### config.mk
export PLATFORM = sky130hd
export DESIGN_NAME = dbg_req_ctrl
export DESIGN_NICKNAME = d
export VERILOG_FILES = /design/src/rtl/dbg_ctrl_pkg.sv /design/src/rtl/dbg_timeout_cnt.sv /design/src/rtl/dbg_req_ctrl.sv
export SDC_FILE = /design/constraint.sdc
export NUM_CORES = 1
export LEC_CHECK = 0
export ABC_AREA = 1
export CAP_MARGIN = 20
export CORE_MARGIN = 10
export CORE_UTILIZATION = 38
export CTS_CLUSTER_DIAMETER = 80
export CTS_CLUSTER_SIZE = 16
export DETAILED_ROUTE_END_ITERATION = 16
export HOLD_SLACK_MARGIN = 0.06
export PLACE_DENSITY = 0.81
export SLEW_MARGIN = 20
export SYNTH_ARGS = -nofsm -noshare
export SYNTH_HDL_FRONTEND = slang
export SYNTH_SLANG_ARGS = --single-unit
### constraint.sdc
create_clock -name clk_i -period 2.6 [get_ports clk_i]
set_clock_uncertainty 0.2 [all_clocks]
set_input_delay 0.52 -clock clk_i [delete_from_list [all_inputs] [get_ports clk_i]]
set_output_delay 0.52 -clock clk_i [all_outputs]
set_load 0.02 [all_outputs]
### src/rtl/dbg_ctrl_pkg.sv
// Shared types and default constants for the debug-request controller.
package dbg_ctrl_pkg;

    localparam int unsigned DBG_TIMEOUT_DEF = 64;
    localparam int unsigned DBG_ADDR_W      = 32;

    typedef enum logic [2:0] {
        IDLE   = 3'd0,
        REQ    = 3'd1,
        HALTED = 3'd2,
        RESUME = 3'd3,
        ERR    = 3'd4
    } dbg_state_e;

endpackage

### src/rtl/dbg_timeout_cnt.sv
// Loadable down-counter bounding how long the core may take to answer.
module dbg_timeout_cnt
    import dbg_ctrl_pkg::*;
#(
    parameter int unsigned LOAD_VAL = DBG_TIMEOUT_DEF
) (
    input  logic clk_i,
    input  logic rst_ni,
    input  logic load_i,
    input  logic en_i,
    output logic expire_o
);

    localparam int unsigned CNT_W = $clog2(LOAD_VAL + 1);

    logic [CNT_W-1:0] cnt_q;
    logic [CNT_W-1:0] cnt_d;

    always_comb begin
        cnt_d = cnt_q;
        if (load_i) begin
            cnt_d = CNT_W'(LOAD_VAL);
        end else if (en_i && (cnt_q != '0)) begin
            cnt_d = cnt_q - CNT_W'(1);
        end
    end

    always_ff @(posedge clk_i) begin
        if (!rst_ni) begin
            cnt_q <= '0;
        end else begin
            cnt_q <= cnt_d;
        end
    end

    // Last waiting cycle: the controller gives up on this edge.
    assign expire_o = (cnt_q == CNT_W'(1));

endmodule

### src/rtl/dbg_req_ctrl.sv
// Debug-request initiator: drives the core's debug request, captures the
// halt PC, issues the resume strobe and flags a core that never answers.
module dbg_req_ctrl
    import dbg_ctrl_pkg::*;
#(
    parameter int unsigned TIMEOUT_CYCLES = DBG_TIMEOUT_DEF,
    parameter int unsigned ADDR_WIDTH     = DBG_ADDR_W
) (
    input  logic                  clk_i,
    input  logic                  rst_ni,
    input  logic                  halt_req_i,
    input  logic                  resume_req_i,
    input  logic                  clear_i,
    input  logic                  core_debug_mode_i,
    input  logic [ADDR_WIDTH-1:0] core_instr_addr_i,
    output logic                  debug_req_o,
    output logic                  core_resume_o,
    output logic                  busy_o,
    output logic                  halted_o,
    output logic                  timeout_o,
    output logic [ADDR_WIDTH-1:0] halt_pc_o
);

    dbg_state_e            state_q;
    dbg_state_e            state_d;
    logic [ADDR_WIDTH-1:0] pc_d;
    logic                  cnt_load;
    logic                  cnt_en;
    logic                  cnt_expire;

    dbg_timeout_cnt #(
        .LOAD_VAL (TIMEOUT_CYCLES)
    ) u_timeout_cnt (
        .clk_i    (clk_i),
        .rst_ni   (rst_ni),
        .load_i   (cnt_load),
        .en_i     (cnt_en),
        .expire_o (cnt_expire)
    );

    // Next-state logic; the counter is reloaded on every REQ/RESUME entry.
    always_comb begin
        state_d  = state_q;
        pc_d     = halt_pc_o;
        cnt_load = 1'b0;
        cnt_en   = 1'b0;
        unique case (state_q)
            IDLE: begin
                if (halt_req_i) begin
                    state_d  = REQ;
                    cnt_load = 1'b1;
                end
            end
            REQ: begin
                if (core_debug_mode_i) begin
                    state_d = HALTED;
                    pc_d    = core_instr_addr_i;
                end else if (cnt_expire) begin
                    state_d = ERR;
                end else begin
                    cnt_en = 1'b1;
                end
            end
            HALTED: begin
                if (resume_req_i) begin
                    state_d  = RESUME;
                    cnt_load = 1'b1;
                end else if (!core_debug_mode_i) begin
                    state_d = IDLE;
                end
            end
            RESUME: begin
                if (!core_debug_mode_i) begin
                    state_d = IDLE;
                end else if (cnt_expire) begin
                    state_d = ERR;
                end else begin
                    cnt_en = 1'b1;
                end
            end
            ERR: begin
                if (clear_i) begin
                    state_d = IDLE;
                end
            end
            default: state_d = IDLE;
        endcase
    end

    // Outputs are registered from the next state so they track it edge for edge.
    always_ff @(posedge clk_i) begin
        if (!rst_ni) begin
            state_q       <= IDLE;
            debug_req_o   <= 1'b0;
            core_resume_o <= 1'b0;
            busy_o        <= 1'b0;
            halted_o      <= 1'b0;
            timeout_o     <= 1'b0;
            halt_pc_o     <= '0;
        end else begin
            state_q       <= state_d;
            debug_req_o   <= (state_d == REQ);
            core_resume_o <= (state_q == HALTED) && (state_d == RESUME);
            busy_o        <= (state_d == REQ) || (state_d == RESUME);
            halted_o      <= (state_d == HALTED);
            timeout_o     <= (state_d == ERR);
            halt_pc_o     <= pc_d;
        end
    end

endmodule

==> run metrics <==
DR iter-0 viols=95; Max-cap violations=0; Site Rows=25; number of distinct library cells after synthesis=24; crit path max fanout=2; vias in the first global route=1760; num ports=75; Pleak=0.00118 µW; die area=8270 µm²; Die Height=91.0 µm; Core Box Area=4790 µm²; Tightest Pin Transition=0.329 ns; CP startpoint kind=flip-flop; Seq/Total Area, Yosys=49.2%; Final period util=76.8%; Post-Syn Nets=287; sw frac=28.5%; first-pass GRT wire length=8.34 mm; post-CTS resize count=0; crit end category=output pin; Starting Density=40.0%; grt ovf=0; wire per inst=13.0 µm; Clock Power Share=26.4%; Synth Area per Inst=7.75 µm²; Fmax=501 MHz; Placer Congestion=0.865; largest net degree at the start of global routing=34; Final #Nets=361; antenna cells=0; Seq pwr share=50.5%; RSZ-0062 raised after global routing=no; #FFs+latches synth=47; Clock transition at path regs=0.08 ns; Synth area leader=dfxtp_1; worst endpoint data arrival time=1.28 ns; EDFF count, synth=0; share of flip-flops with an asynchronous set or reset=0%; Final Critical Period=2.00 ns; root buffer cell=clkbuf_8; Crit Path Class=reg -> out; Post-Syn Area=1910 µm²; top post-synthesis cells by count=78 x nor2_1, 47 x dfxtp_1, 29 x o21ai_0; HP Class=reg -> reg; setup TNS=0 ns; PortBufs=74; initial antenna violation count=0; worst endpoint required time=1.88 ns; Area growth, synth to finish=44.0%; Overall Global Routing Usage=12.2%; detailed-route DRC error count=0; prevailing post-synth register cell=dfxtp_1; Critical Path Max Stage Delay=0.64 ns; Power Density=573 nW/µm²; proportion of netlist area held by the largest area contributor=49.2%; Final Hold Fails=0; Gate Count Post-Synth=247; Die W=91.0 µm; CTS max path bufs=2; CTS tree=yes; total number of vias=1776; layout cells sized above 1=6.21%; WL final=5.07 mm; count leader, synth=nor2_1; crit path cell chain=clkdlybuf4s50_1; Internal=1130 µW; combinational fraction of design power=23.2%; CP max-delay cell=clkdlybuf4s50_1; post-DP HPWL=3.80 mm; CP top delay family=buffers and inverters; Detail Route Antenna Nets=0; Rel. slew slack=78.0%; clk sinks=47; VDD IR max=0.000394 V; CP bufs+invs=1; worst-skew pair later-pin latency=0.30 ns; Synthesis Warnings=0; Area contributors post-synth=dfxtp_1 49%, nor2_1 15%, o21ai_0 7.6%; Final Slew Violations=0; vias per inst=4.57; first-pass iteration count of the detailed router=6; status=complete, no violations; net switching power=450 µW; H-tree levels=2; final setup fails=0; TritonCTS Buffers=5; post-CTS setup buffers=0; CTS Hold Bufs=0; total power draw=1580 µW
-- stage by stage --
stage	hold slack (ns)	util (%)	area [µm²]	setup WS [ns]	instances
2_1_floorplan	0.239	-	1910	1.11	247
3_3_place_gp	0.251	55.9	2670	0.499	381
3_5_place_dp	0.255	55.9	2670	0.470	381
4_1_cts	0.266	57.6	2760	0.588	389
5_1_grt	0.300	57.6	2760	0.557	389
6_report	0.262	57.6	2760	0.604	389
-- final cells by class --
class	instances	area, µm²
fillers	444	2030
clock inverters	1	5.00
flip-flops and latches	47	941
well taps	67	83.8
inverters	20	77.6
repair buffers	76	756
clock buffers	7	76.3
multi-input cells	171	816
-- cell families after synthesis --
family / after synthesis / share of synthesized area, %
buf+inv: 29 / 8.17
fa+ha+maj: 2 / 1.31
flops: 47 / 49.2
compound gates: 41 / 11.3
simple gates: 125 / 28.6
xor+xnor: 3 / 1.37
-- sequential cells by signal (all words and copies together) (netlist names) --
register,count
u_timeout_cnt.cnt_q,7
halt_pc_o,32
timeout_o,1
halted_o,1
busy_o,1
core_resume_o,1
debug_req_o,1
state_q,3
-- layer usage --
metal	vias up	track usage [%]	part of all wire, %
met2	62	18.7	45
met5	-	0	0
met4	0	4.70	1.4
li1	924	-	-
met1	783	13.4	41
met3	7	7.33	12
-- cells in the final DEF, fill, tap and decap left out, types with 2 or more instances in the layout --
master	instances
nor2_1	78
clkbuf_1	2
xnor2_1	2
nand2_1	25
nor2_4	2
nand3_2	3
nand3_1	8
nand2_2	2
o21ai_1	4
clkbuf_8	5
inv_1	18
o21ai_0	29
nand4_1	4
clkdlybuf4s50_1	74
ha_1	2
buf_4	2
dfxtp_1	47
a21oi_1	7
-- power by group through the flow --
stage                     Combinational [µW]  Clock (µW)  Sequential, µW
after floorplan                          149           0             864
after global placement                   365           0             811
after detailed placement                 367           0             813
after CTS                                369         428             797
after global routing                     401         456             804
final                                    366         417             797
-- final timing paths --
path,from,end,slack (ns),depth (start not counted)
hold / removal,u_timeout_cnt.cnt_q[6],u_timeout_cnt.cnt_q[6],0.26,2
setup / recovery,halt_pc_o[19],halt_pc_o[19],0.60,1
hold reg to reg,u_timeout_cnt.cnt_q[6],u_timeout_cnt.cnt_q[6],0.26,2
setup reg to reg,u_timeout_cnt.cnt_q[0],u_timeout_cnt.cnt_q[4],0.96,8
Note: power is estimated with default switching activity, not from simulation.
